<file path="config.mk">
export PLATFORM = sky130hd
export DESIGN_NAME = cic_interp_modulator
export DESIGN_NICKNAME = d
export VERILOG_FILES = /design/src/rtl/cic_interp_modulator.sv
export SDC_FILE = /design/constraint.sdc
export NUM_CORES = 1
export LEC_CHECK = 0
export CAP_MARGIN = 40
export CELL_PAD_IN_SITES_DETAIL_PLACEMENT = 2
export CELL_PAD_IN_SITES_GLOBAL_PLACEMENT = 2
export CORE_MARGIN = 1.5
export CORE_UTILIZATION = 41
export DETAILED_ROUTE_END_ITERATION = 12
export GPL_ROUTABILITY_DRIVEN = 0
export PLACE_DENSITY = 0.9
export SLEW_MARGIN = 20
export SYNTH_ARGS = -nofsm -noshare
export SYNTH_HDL_FRONTEND = slang
export SYNTH_SLANG_ARGS = --single-unit
</file>
<file path="constraint.sdc">
create_clock -name clk -period 8.1 [get_ports clk]
set_input_delay 1.62 -clock clk [delete_from_list [all_inputs] [get_ports clk]]
set_output_delay 1.62 -clock clk [all_outputs]
set_load 0.005 [all_outputs]
</file>
<file path="src/rtl/cic_interp_modulator.sv">
// cic_interp_modulator: rate-R handshaked sample input, N-stage CIC interpolator,
// gain normalisation and carrier multiply for the DAC path.
module cic_interp_modulator #(
    parameter int W = 12,
    parameter int R = 400,
    parameter int M = 1,
    parameter int N = 3
) (
    input  logic                clk,
    input  logic                rst,
    input  logic                in_valid,
    output logic                in_ready,
    input  logic signed [W-1:0] in_data,
    input  logic signed [W-1:0] carrier,
    input  logic                mod_en,
    input  logic                clr_underrun,
    output logic                tick,
    output logic signed [W-1:0] bb_out,
    output logic signed [W-1:0] mod_out,
    output logic                underrun
);
    function automatic longint gain_f();
        longint g = 1;
        for (int i = 0; i < N; i++) g = g * longint'(R * M);
        return g / R;
    endfunction

    localparam longint GAIN = gain_f();
    localparam int DW = W + $clog2(GAIN);
    localparam int CW = $clog2(R);
    localparam longint ATTN = ((longint'(1) << (DW - 1)) + GAIN / 2) / GAIN;
    // one spare bit so attn = 1.0 (unity CIC gain) still fits as a positive value
    localparam logic signed [DW:0] ATTN_V = (DW + 1)'(ATTN);
    localparam logic signed [2*DW:0] MAXV = (2 * DW + 1)'((1 << (W - 1)) - 1);
    localparam logic signed [2*DW:0] MINV = ~MAXV;

    logic [CW-1:0] cnt;
    logic full, tick_d, accept;
    logic signed [W-1:0] hold, bb_next, mod_next;
    logic signed [DW-1:0] dly [N][M];
    logic signed [DW-1:0] c [N+1];
    logic signed [DW-1:0] comb_out;
    logic signed [DW-1:0] integ [N];
    logic signed [2*DW:0] prod, scaled;
    logic signed [2*W-1:0] mprod;

    assign tick = cnt == CW'(R - 1);
    assign in_ready = ~full | tick;
    assign accept = in_valid & in_ready;

    always_comb begin
        c[0] = full ? DW'(hold) : '0;
        for (int k = 0; k < N; k++) c[k+1] = c[k] - dly[k][M-1];
    end

    assign prod = (2 * DW + 1)'(integ[N-1]) * (2 * DW + 1)'(ATTN_V);
    assign scaled = prod >>> (DW - 1);
    // attn rounding can overshoot full scale by one LSB; clip instead of wrapping
    assign bb_next = scaled > MAXV ? W'(MAXV) : scaled < MINV ? W'(MINV) : W'(scaled);
    assign mprod = (2 * W)'(bb_out) * (2 * W)'(carrier);
    assign mod_next = mod_en ? W'(mprod >>> (W - 1)) : bb_out;

    always_ff @(posedge clk) begin
        if (rst) begin
            cnt <= '0;
            full <= 1'b0;
            hold <= '0;
            tick_d <= 1'b0;
            underrun <= 1'b0;
            comb_out <= '0;
            bb_out <= '0;
            mod_out <= '0;
            for (int k = 0; k < N; k++) begin
                integ[k] <= '0;
                for (int m = 0; m < M; m++) dly[k][m] <= '0;
            end
        end else begin
            cnt <= tick ? '0 : cnt + 1'b1;
            tick_d <= tick;
            if (accept) hold <= in_data;
            full <= accept | (full & ~tick);
            underrun <= (tick & ~full) | (underrun & ~clr_underrun);
            if (tick) begin
                comb_out <= c[N];
                for (int k = 0; k < N; k++) begin
                    dly[k][0] <= c[k];
                    for (int m = 1; m < M; m++) dly[k][m] <= dly[k][m-1];
                end
            end
            // zero-stuffing: the comb result enters the integrators for exactly one clock
            integ[0] <= integ[0] + (tick_d ? comb_out : '0);
            for (int k = 1; k < N; k++) integ[k] <= integ[k] + integ[k-1];
            bb_out <= bb_next;
            mod_out <= mod_next;
        end
    end
endmodule
</file>
Word level (Yosys, flattened, before mapping)
Memory sizes are Yosys's and may differ from the RTL's. Cells that the tools add are included. W data, S select, Z words.

Add/sub/neg operators: 7. Multiply operators: 2. Div/mod/pow operators: 0. $lt $le $gt $ge: 2. Eq/ne operators: 1. Shift-type cells: 0. Mux-type cells: 17. Bitwise logic cells: 16. Reduce and logical (&&, ||, !) cells: 2.

Operators by type and width (number): $mux W30 (8); $add A30 B30 Y30 (3); $sub A30 B30 Y30 (3); $mul A30 B13 Y43 const B (1); $mux W12 (2); $mul A12 B12 Y23 (1); $gt A14 B12 Y1 const B (1); $lt A14 B12 Y1 const B (1); $mux W11 (1); $add A9 B1 Y9 const B (1); $eq A9 B9 Y1 const B (1); $or A1 B1 Y1 (9); $mux W1 (6); $and A1 B1 Y1 (4); $reduce_or A2 Y1 (2); $not A1 Y1 (3).

Register bits: 78. Bits in latches: 0. RAM bits: 180. Bits in read-only memories: 0. Bits of input ports: 29. Output and inout bits: 27. Word-level logic and storage cells: 58. Memories kept: 2.

Memories: dly (depth 3, width 30, rd ports 3, clocked after memory_dff 0, wr ports 3, line 40) `logic signed [DW-1:0] dly [N][M];`; integ (depth 3, width 30, rd ports 3, clocked after memory_dff 0, wr ports 3, line 43) `logic signed [DW-1:0] integ [N];`.

Longest topological paths before layout
Gate-level depths: netlist (run 1).

Depth in word-level cells: 5. Depth in mapped cells: 35. Gate-level depth less buffers: 34.

Worst setup path after synthesis (run 1)
OpenSTA, ideal clock, no wires.

Path kind: register to register. From: reg full. To: reg comb_out[29]. Setup time: 0.086 ns. Arrival: 7.066 ns. Data required time: 8.014 ns. Setup slack: 0.949 ns. Stages on the path, launching flop included: 36. Path buffers: 2. Period minus slack after synthesis: 7.151 ns. Cells stage by stage: dfxtp_1 clkbuf_1 and2_1 ha_1 nor2b_1 o21ai_0 a21boi_0 o21ai_0 a21boi_0 o21ai_0 a21boi_1 o31a_1 clkbuf_1 o22a_1 a21o_1 fa_1 ha_1 a21oi_1 o21bai_1 a21oi_1 o21ai_0 a2111oi_4 nor2_1 a21o_1 a21oi_1 xnor2_1 ha_1 nand2_1 nor3_1 o211ai_1 a31oi_1 nand4_1 nand4b_1 a21oi_1 xnor3_1 a211oi_1.

RTL lines: start: declaration (line 38) `logic full, tick_d, accept;`; start signal: assignment (line 81) `full <= accept | (full & ~tick);`; end signal: assignment (line 84) `comb_out <= c[N];`; end: declaration (line 42) `logic signed [DW-1:0] comb_out;`.

==> qor_table.md, run 1 <==
| Item | Value | Unit |
| --- | --- | --- |
| Run status | finished, final reports clean | - |
| Leading cell types by total area after synthesis | sky130_fd_sc_hd__fa_1 (20%), sky130_fd_sc_hd__ha_1 (16%), sky130_fd_sc_hd__dfxtp_1 (12%) | - |
| Number of warnings reported in the yosys synthesis log | 0 | - |
| Floorplan core area | 0.0659 | mm^2 |
| Top-Level Pins | 56 | - |
| Clock insertion delay at the later pin of the skew report | 630 | ps |
| Number of flip-flops and latches in the synthesized netlist | 240 | - |
| Top FF cell, synth | sky130_fd_sc_hd__dfxtp_1 | - |
| Time the worst path needs with I/O delays and setup | 8100 | ps |
| Avg Cell Area, Syn | 8.84 | um^2 |
| Number of buffers inserted by port buffering | 55 | - |
| Number of setup violations in the final report | 0 | - |
| Site row count | 94 | - |
| Post-DR wirelength/cell | 31.2 | um |
| Detailed Place HPWL | 79700 | um |
| Wire length of the first global-routing pass | 187000 | um |
| Wire length reported by the detailed router | 125000 | um |
| Startpoint type of the worst setup path | flip-flop | - |
| Power density over the cells | 135 | mW/mm^2 |
| Worst slew pin tran | 871 | ps |
| Average via count per standard cell | 6.14 | - |
| Drt first pass iters | 7 | - |
| Clock Tree Root | sky130_fd_sc_hd__clkbuf_16 | - |
| Maximum operating frequency | 124 | MHz |
| Share of layout cells above drive strength 1 | 0.0439 | - |
| Antenna-violating nets left | 0 | - |
| Overall die width | 261 | um |
| Post-Route Skew | 34.8 | ps |
| Number of distinct library cell variants in the gate-level netlist after synthesis | 80 | - |
| Delay of the slowest critical-path stage | 530 | ps |
| Final setup TNS | 0 | ps |
| Area added between synthesis and finish | 10.2 | % |
| Number of global-route vias before repair | 29300 | - |
| HP Class | flip-flop to flip-flop | - |
| Diodes inserted | 0 | - |
| CP Class | flip-flop to flip-flop | - |
| Data arrival time at the worst-slack endpoint | 8630 | ps |
| Synthesized instance count | 3087 | - |
| CTS Hold Bufs | 0 | - |
| Largest net degree at the start of global routing | 155 | - |
| Total via count after detailed routing | 24600 | - |
| Antenna violations before repair | 0 | - |
| Vert. Die Dim | 261 | um |
| Sequential area share after synthesis | 0.202 | - |
| Max Buffers Root-to-Sink | 3 | - |
| Cell seen most often among critical-path stages | sky130_fd_sc_hd__a21oi_2 | - |
| Area of placed instances | 0.0288 | mm^2 |
| Slowest-stage cell, CP | sky130_fd_sc_hd__fa_1 | - |
| P_leak | 14.8 | nW |
| Combined global-route utilization of all metal layers | 0.362 | - |
| Max-Cap Viols | 0 | - |
| Area share of the leading cell type in the synthesized netlist | 0.201 | - |
| Endpoint class of the critical path | flip-flop | - |
| Area enclosed by the die boundary | 0.0681 | mm^2 |
| Required time reported for the critical path endpoint | 8630 | ps |
| Pins Over Slew Limit | 0 | - |
| Net count after synthesis | 3745 | - |
| Num CTS Buffers | 31 | - |
| Clock transition at the register clock pins on the worst setup and hold paths after CTS | 70 | ps |
| CTS tree | done | - |
| Buffers and inverters on the worst path | 3 | - |
| Count of final hold-check violations | 0 | - |
| Kind of cell with the highest combined delay on the critical path | compound AO/OA/AOI/OAI gates | - |
| Maximum fanout along the worst path | 20 | - |
| Grt ovf | 0 | - |
| Post-synth EDFFs | 72 | - |
| Post-Synthesis Cell Area | 0.0273 | mm^2 |
| Residual DRC count | 0 | - |
| Worst vdd rail ir drop | 0.192 | mV |
| Initial Utilization | 0.415 | - |
| Layout Nets | 3780 | - |
| Drt initial violations | 1711 | - |
| Share of the cycle needed by the critical path after routing | 0.999 | - |
| CTS H-Tree Depth | 1 | - |
| Summed area of non-filler cells in the final layout | 0.0301 | mm^2 |
| Cell accounting for the most synthesized area | sky130_fd_sc_hd__fa_1 | - |
| Fraction of registers with async set/reset | 0 | - |
| Clk sink count | 240 | - |
| Worst relative slew slack | 0.420 | - |
==> flip-flops by register name, summed over array words and instances (netlist names) <==
signal	flops
bb_out	12
mod_out	12
hold	12
full	1
cnt	9
tick_d	1
underrun	1
dly	72
comb_out	30
integ	90
==> worst min-delay path, stage by stage, from the launching register on <==
cell                      delay [ps]
sky130_fd_sc_hd__dfxtp_1         320
sky130_fd_sc_hd__nand2_1          50
sky130_fd_sc_hd__a21oi_1          60
==> placed cells by master (no fill, tap or decap), drive strengths merged, types with 41 or more instances in the layout <==
master           n
xnor2           93
clkbuf          42
xor2            69
ha             355
a21o            82
and2           141
o21ai          113
nor2           171
nor3            55
inv            550
fa             274
nand2b          55
a21oi          180
clkdlybuf4s50   54
nand2          237
nand3           41
edfxtp          72
dfxtp          168
==> final timing paths <==
path	startpoint	endpoint	slack, ps	depth (start not counted)
setup / recovery	full	comb_out[29]	4	35
hold / removal	comb_out[16]	comb_out[16]	480	2
setup reg to reg	full	comb_out[29]	4	35
hold reg to reg	comb_out[16]	comb_out[16]	480	2
==> report_power, final <==
part,leakage [nW],internal (mW),switching [mW],total [mW]
clock network,0.541,0.890,0.657,1.55
registers,2.10,1.26,0.0289,1.29
logic,12.2,0.449,0.784,1.23
total,14.8,2.60,1.47,4.07
==> cells by family (layout without fill, tap and decap cells) <==
family	Yosys count	after routing	synth area share
compound gates	577	577	0.138
xor+xnor	163	163	0.0528
flops	240	240	0.202
mux	13	13	0.00490
fa+ha+maj	629	629	0.364
buf+inv	626	685	0.0861
simple gates	839	839	0.152
==> routing by layer <==
| layer | vias to the layer above | GRT usage | share of wire | wire, um |
|---|---|---|---|---|
| li1 | 10200 | - | - | - |
| met1 | 12600 | 0.370 | 0.35 | 44100 |
| met2 | 1133 | 0.671 | 0.52 | 64600 |
| met3 | 673 | 0.0556 | 0.045 | 5590 |
| met4 | 0 | 0.256 | 0.087 | 10900 |
| met5 | - | 0 | 0 | 0 |
==> layout make-up <==
type	count	area (um^2)
tap	864	1080
timing repair buffer	79	777
clock buffer	42	920
fill	7070	35800
clock inverter	15	170
sequential	240	5530
inverter	549	2060
multi-input combinational	2221	19600
==> per-stage QoR <==
step / hold WS, ps / std cells / power [mW] / utilization / setup slack [ps]
after detailed placement: 454 / 3942 / 2.36 / 0.437 / -277
after floorplan: 413 / 3087 / 2.02 / - / 949
after global placement: 425 / 3940 / 2.25 / 0.436 / 636
final: 477 / 4010 / 4.07 / 0.457 / 4.33
after CTS: 496 / 4002 / 3.97 / 0.455 / 40.7
after global routing: 501 / 4010 / 4.17 / 0.457 / -216
==> cells in the mapped netlist, drive strengths merged (10+ instances only) <==
library cell	number
inv	548
ha	355
fa	274
nand2	237
a21oi	180
nor2	171
dfxtp	168
and2	141
o21ai	113
xnor2	93
a21o	82
clkbuf	72
edfxtp	72
xor2	69
nand2b	55
nor3	55
nand3	41
nor2b	31
o21a	31
a211oi	29
and3	26
a31oi	18
o21bai	18
or3	18
nand4	17
o31ai	13
o211ai	12
a21boi	11
or2	11
mux2i	10
nor3b	10
==> repair_timing <==
| action | 4_1_cts | 5_1_grt |
|---|---|---|
| hold endpoints to repair | 0 | 0 |
| pin swaps | 4 | 8 |
| setup buffers | 3 | 5 |
| gates cloned | 0 | 0 |
| resized for setup | 15 | 22 |
| endpoints found under the setup margin | 10 | 11 |
(Power assumes the default switching activity.)
==> inputs of run 2 (changes only) <==
CORE_UTILIZATION = 44   (was 41)
PLACE_DENSITY = 0.95   (was 0.9)
clock period = 10.09 ns   (was 8.1 ns; I/O delays follow)
==> qor_table.md, run 2 (same netlist as run 1, synthesis figures left out) <==
| Item | Value | Unit |
| --- | --- | --- |
| CTS tree | done | - |
| WL met1 | 49400 | um |
| Residual DRC count | 0 | - |
| Post-DR wirelength/cell | 37.8 | um |
| Num CTS Buffers | 31 | - |
| Post-Route Skew | 33.3 | ps |
| Site row count | 91 | - |
| Maximum operating frequency | 100 | MHz |
| Combined global-route utilization of all metal layers | 0.407 | - |
| Endpoint class of the critical path | flip-flop | - |
| P_leak | 14.7 | nW |
| Register bank with the most flops | integ | - |
| Pins Over Slew Limit | 0 | - |
| Final setup TNS | 0 | ps |
| Share of layout cells above drive strength 1 | 0.0347 | - |
| Detailed Place HPWL | 86000 | um |
| Power density over the cells | 113 | mW/mm^2 |
| Clk sink count | 240 | - |
| Wire length reported by the detailed router | 148000 | um |
| Most common cell after layout, fill and taps aside | sky130_fd_sc_hd__inv_1 | - |
| Number of buffers inserted by port buffering | 55 | - |
| Setup fix buffers added after clock tree synthesis | 0 | - |
| Number of setup violations in the final report | 0 | - |
| Number of global-route vias before repair | 29700 | - |
| Antenna-violating nets left | 0 | - |
| Share of the cycle needed by the critical path after routing | 0.988 | - |
| Number of flip-flops under the largest register name | 90 | - |
| Clock Tree Root | sky130_fd_sc_hd__clkbuf_16 | - |
| Area added between synthesis and finish | 9.36 | % |
| Worst slew pin tran | 1300 | ps |
| Clock transition at the register clock pins on the worst setup and hold paths after CTS | 60 | ps |
| Count of final hold-check violations | 0 | - |
| Grt ovf | 0 | - |
| Layout Nets | 3770 | - |
| Time the worst path needs with I/O delays and setup | 9970 | ps |
| Antenna violations before repair | 7 | - |
| Worst vdd rail ir drop | 0.166 | mV |
| Unrepaired setup endpoints after global routing | false | - |
| Met3 layer wire length in the routed design | 11100 | um |
| Most frequent cells in the layout | sky130_fd_sc_hd__inv_1 (547), sky130_fd_sc_hd__ha_1 (355), sky130_fd_sc_hd__fa_1 (274) | - |
| CTS Hold Bufs | 0 | - |
| Drt initial violations | 2360 | - |
| CP Class | flip-flop to flip-flop | - |
| Slowest-stage cell, CP | sky130_fd_sc_hd__fa_1 | - |
| Initial Utilization | 0.444 | - |
| Met2 wirelength from detailed routing | 70300 | um |
| HP Class | flip-flop to flip-flop | - |
| Average via count per standard cell | 6.75 | - |
| Largest net degree at the start of global routing | 72 | - |
| Startpoint type of the worst setup path | flip-flop | - |
| Floorplan core area | 0.0615 | mm^2 |
| Required time reported for the critical path endpoint | 10610 | ps |
| Worst relative slew slack | 0.130 | - |
| Delay of the slowest critical-path stage | 570 | ps |
| Wire length of the first global-routing pass | 194000 | um |
| Uppermost layer routed | met5 | - |
| Top-Level Pins | 56 | - |
| Drt first pass iters | 8 | - |
| Filler Cells Inserted | 6501 | - |
| Post-layout util | 0.486 | - |
| Run status | finished, final reports clean | - |
| Data arrival time at the worst-slack endpoint | 10480 | ps |
| Total via count after detailed routing | 26500 | - |
| Biggest registers after layout | integ x90, dly x72, comb_out x30 | - |
| Cell seen most often among critical-path stages | sky130_fd_sc_hd__a21oi_1 | - |
| CTS H-Tree Depth | 1 | - |
| Overall die width | 252 | um |
| Clock insertion delay at the later pin of the skew report | 650 | ps |
| Max Buffers Root-to-Sink | 3 | - |
| Vert. Die Dim | 252 | um |
| Maximum fanout along the worst path | 26 | - |
| Area enclosed by the die boundary | 0.0636 | mm^2 |
| Max-Cap Viols | 0 | - |
[run 2: cell types whose count changed in the layout (fill, tap and decap cells not counted), moves of 3 or more]
cell,delta
sky130_fd_sc_hd__clkbuf_16,+3
sky130_fd_sc_hd__diode_2,+4
sky130_fd_sc_hd__a21oi_1,+4
sky130_fd_sc_hd__o21ai_1,-5
sky130_fd_sc_hd__o21ai_0,+5
sky130_fd_sc_hd__buf_6,-3
sky130_fd_sc_hd__clkbuf_8,-3
sky130_fd_sc_hd__a21oi_2,-4
sky130_fd_sc_hd__buf_4,-10
[run 2: worst paths after layout]
path                  endpoint     from  cells past startpoint  slack, ps
setup / recovery  comb_out[29]     full                     34        120
hold / removal         hold[4]  hold[4]                      2        520
setup reg to reg  comb_out[29]     full                     34        120
hold reg to reg        hold[4]  hold[4]                      2        520
[run 2: layout make-up]
class | count | area, um^2 | area share
clock inverter | 15 | 155 | 0.00520
clock buffer | 43 | 936 | 0.0313
tap | 790 | 988 | 0.0331
sequential | 240 | 5530 | 0.185
inverter | 549 | 2060 | 0.0690
antenna | 4 | 10.0 | 0.000335
multi-input combinational | 2221 | 19500 | 0.652
timing repair buffer | 69 | 718 | 0.0241
[run 2: timing repair]
action / CTS / global route
endpoints found under the setup margin: 2 / 8
endpoints found under the hold margin: 0 / 0
gates resized for setup: 2 / 11
pin swaps: 0 / 1
[run 2: stage by stage]
step                      worst slack [ps]  hold slack, ps  power, mW  std cells  instance area [um^2]
final                                  124             520       3.37       3931                 29900
after global routing                  21.3             518       3.41       3929                 29900
after CTS                              191             491       3.22       3919                 29700
after detailed placement               986             464       1.92       3861                 28600
after global placement                2120             422       1.80       3861                 28600
after floorplan                       2940             413       1.62       3087                 27300
[run 2: per-layer routing]
metal | vias to the layer above | track usage
met3 | 1146 | 0.0688
li1 | 10200 | -
met4 | 8 | 0.338
met1 | 13200 | 0.413
met5 | - | 0
met2 | 1995 | 0.732
[run 2: critical path, delay by kind of cell, from the launching register on]
kind	cells	cell delay (ps)
XOR/XNOR	2	550
buffers and inverters	1	70
adder cells (fa/ha/maj)	5	1890
flip-flops	1	440
AND/OR/NAND/NOR	6	1180
AO/OA/AOI/OAI	20	5720
[run 2: power by group]
| group | internal (mW) | switching (mW) |
|---|---|---|
| combinational | 0.346 | 0.705 |
| sequential | 1.01 | 0.0293 |
| clock | 0.705 | 0.572 |
| total | 2.06 | 1.31 |
==> inputs of run 3 (changes only) <==
ABC_CLOCK_PERIOD_IN_PS = 10090   (was unset)
CAP_MARGIN = 20   (was 40)
REMOVE_ABC_BUFFERS = 1   (was unset)
==> qor_table.md, run 3 (same netlist as run 1, synthesis figures left out) <==
| Item | Value | Unit |
| --- | --- | --- |
| Total via count after detailed routing | 24800 | - |
| Drt initial violations | 1469 | - |
| Wire length of the first global-routing pass | 194000 | um |
| CTS Hold Bufs | 0 | - |
| CTS-repair resized insts | 0 | - |
| Area enclosed by the die boundary | 0.0636 | mm^2 |
| Area used by sequential logic in the layout | 0.00553 | mm^2 |
| Most common cell after layout, fill and taps aside | sky130_fd_sc_hd__inv_1 | - |
| Area occupied by multi-input gates | 0.0194 | mm^2 |
| Met2 usage | 0.748 | - |
| Num CTS Buffers | 29 | - |
| Clock insertion delay at the later pin of the skew report | 610 | ps |
| Endpoint class of the critical path | flip-flop | - |
| Number of setup violations in the final report | 0 | - |
| Diodes inserted | 0 | - |
| Data arrival time at the worst-slack endpoint | 9950 | ps |
| Share of layout cells above drive strength 1 | 0.0288 | - |
| Maximum operating frequency | 106 | MHz |
| Clock Tree Root | sky130_fd_sc_hd__clkbuf_16 | - |
| Run status | finished, final reports clean | - |
| Combined global-route utilization of all metal layers | 0.409 | - |
| Area added between synthesis and finish | 8.38 | % |
| Worst relative slew slack | 0.236 | - |
| Grt ovf | 0 | - |
| Worst vdd rail ir drop | 0.153 | mV |
| Maximum fanout along the worst path | 26 | - |
| Layout Nets | 3764 | - |
| Number of flip-flops under the largest register name | 90 | - |
| Max Buffers Root-to-Sink | 3 | - |
| Worst Slack Setup Final | 645 | ps |
| Count of final hold-check violations | 0 | - |
| Average via count per standard cell | 6.33 | - |
| CTS tree | done | - |
| Slowest-stage cell, CP | sky130_fd_sc_hd__dfxtp_1 | - |
| Filler Cells Inserted | 6591 | - |
| Antenna violations before repair | 3 | - |
| Worst slew pin tran | 1150 | ps |
| Number of buffers inserted by port buffering | 55 | - |
| Drt first pass iters | 5 | - |
| Antenna-violating nets left | 0 | - |
| P_leak | 14.6 | nW |
| Wire length reported by the detailed router | 129000 | um |
| Biggest registers after layout | integ x90, dly x72, comb_out x30 | - |
| Most frequent cells in the layout | sky130_fd_sc_hd__inv_1 (547), sky130_fd_sc_hd__ha_1 (355), sky130_fd_sc_hd__fa_1 (274) | - |
| Clk sink count | 240 | - |
| Pins Over Slew Limit | 0 | - |
| Initial Utilization | 0.444 | - |
| Site row count | 91 | - |
| Total power | 3.13 | mW |
| Post-Route Skew | 28.4 | ps |
| Max-Cap Viols | 0 | - |
| Met3 layer usage reported by global route | 0.0894 | - |
| Most used routing layer | met2 | - |
| Register bank with the most flops | integ | - |
| Vert. Die Dim | 252 | um |
| HP Class | flip-flop to flip-flop | - |
| Required time reported for the critical path endpoint | 10590 | ps |
| Share of the cycle needed by the critical path after routing | 0.936 | - |
| Startpoint type of the worst setup path | flip-flop | - |
| Time the worst path needs with I/O delays and setup | 9440 | ps |
| Number of global-route vias before repair | 29700 | - |
| Final setup TNS | 0 | ps |
| Largest net degree at the start of global routing | 92 | - |
| CTS H-Tree Depth | 1 | - |
| Unrepaired setup endpoints after global routing | false | - |
| Pre-CTS setup slack | 1510 | ps |
| Delay of the slowest critical-path stage | 820 | ps |
| Clock transition at the register clock pins on the worst setup and hold paths after CTS | 70 | ps |
| CP Class | flip-flop to flip-flop | - |
| Power density over the cells | 106 | mW/mm^2 |
| Setup fix buffers added after clock tree synthesis | 0 | - |
| Detailed Place HPWL | 84200 | um |
| Residual DRC count | 0 | - |
| GRT met1 Usage | 0.380 | - |
| Floorplan core area | 0.0615 | mm^2 |
| Overall die width | 252 | um |
| Top-Level Pins | 56 | - |
| Post-DR wirelength/cell | 33.0 | um |
-- run 3: cell types whose count changed in the layout (fill, tap and decap cells not counted), moves of 3 or more --
cell	delta
sky130_fd_sc_hd__clkinv_2	-4
sky130_fd_sc_hd__a21oi_1	+3
sky130_fd_sc_hd__diode_2	-4
sky130_fd_sc_hd__o21ai_0	+3
sky130_fd_sc_hd__o21ai_1	-3
sky130_fd_sc_hd__buf_8	-3
sky130_fd_sc_hd__a21oi_2	-3
sky130_fd_sc_hd__buf_4	+3
sky130_fd_sc_hd__clkbuf_16	-7
-- run 3: routing by layer --
metal  share of wire  up-vias
li1                -    10200
met1            0.33    12600
met2            0.51     1220
met3           0.055      816
met4            0.11        6
met5         0.00031        -
-- run 3: layout make-up --
type | instances | share of cell area
Clock buffer | 40 | 0.0271
Sequential cell | 240 | 0.187
Inverter | 549 | 0.0696
Timing Repair Buffer | 65 | 0.0211
Tap cell | 790 | 0.0334
Clock inverter | 14 | 0.00562
Multi-Input combinational cell | 2221 | 0.656
-- run 3: metrics by stage --
stage          utilization  cells  area (um^2)  hold slack, ps
2_1_floorplan            -   3010        27000             413
3_5_place_dp         0.466   3865        28600             447
5_1_grt              0.481   3919        29600             489
6_report             0.481   3919        29600             465
4_1_cts              0.481   3919        29600             466
3_3_place_gp         0.466   3865        28600             422
-- run 3: path summary, 6_finish.rpt --
| check | from | endpoint | slack, ps | cells past startpoint |
|---|---|---|---|---|
| worst max register to register | full | comb_out[29] | 650 | 33 |
| worst min register to register | comb_out[27] | comb_out[27] | 470 | 2 |
| worst min-delay path | comb_out[27] | comb_out[27] | 470 | 2 |
| worst max-delay path | full | comb_out[29] | 650 | 33 |
-- run 3: where the power goes --
part	internal [mW]	switching (mW)
clock	0.634	0.503
combinational	0.340	0.614
sequential	1.01	0.0271
total	1.99	1.14
-- run 3: worst max-delay path, delay by kind of cell, from the launching register on --
family          cells  cell delay [ps]
flops               1              820
compound gates     20             5010
xor+xnor            2              490
fa+ha+maj           4             1590
simple gates        7             1460
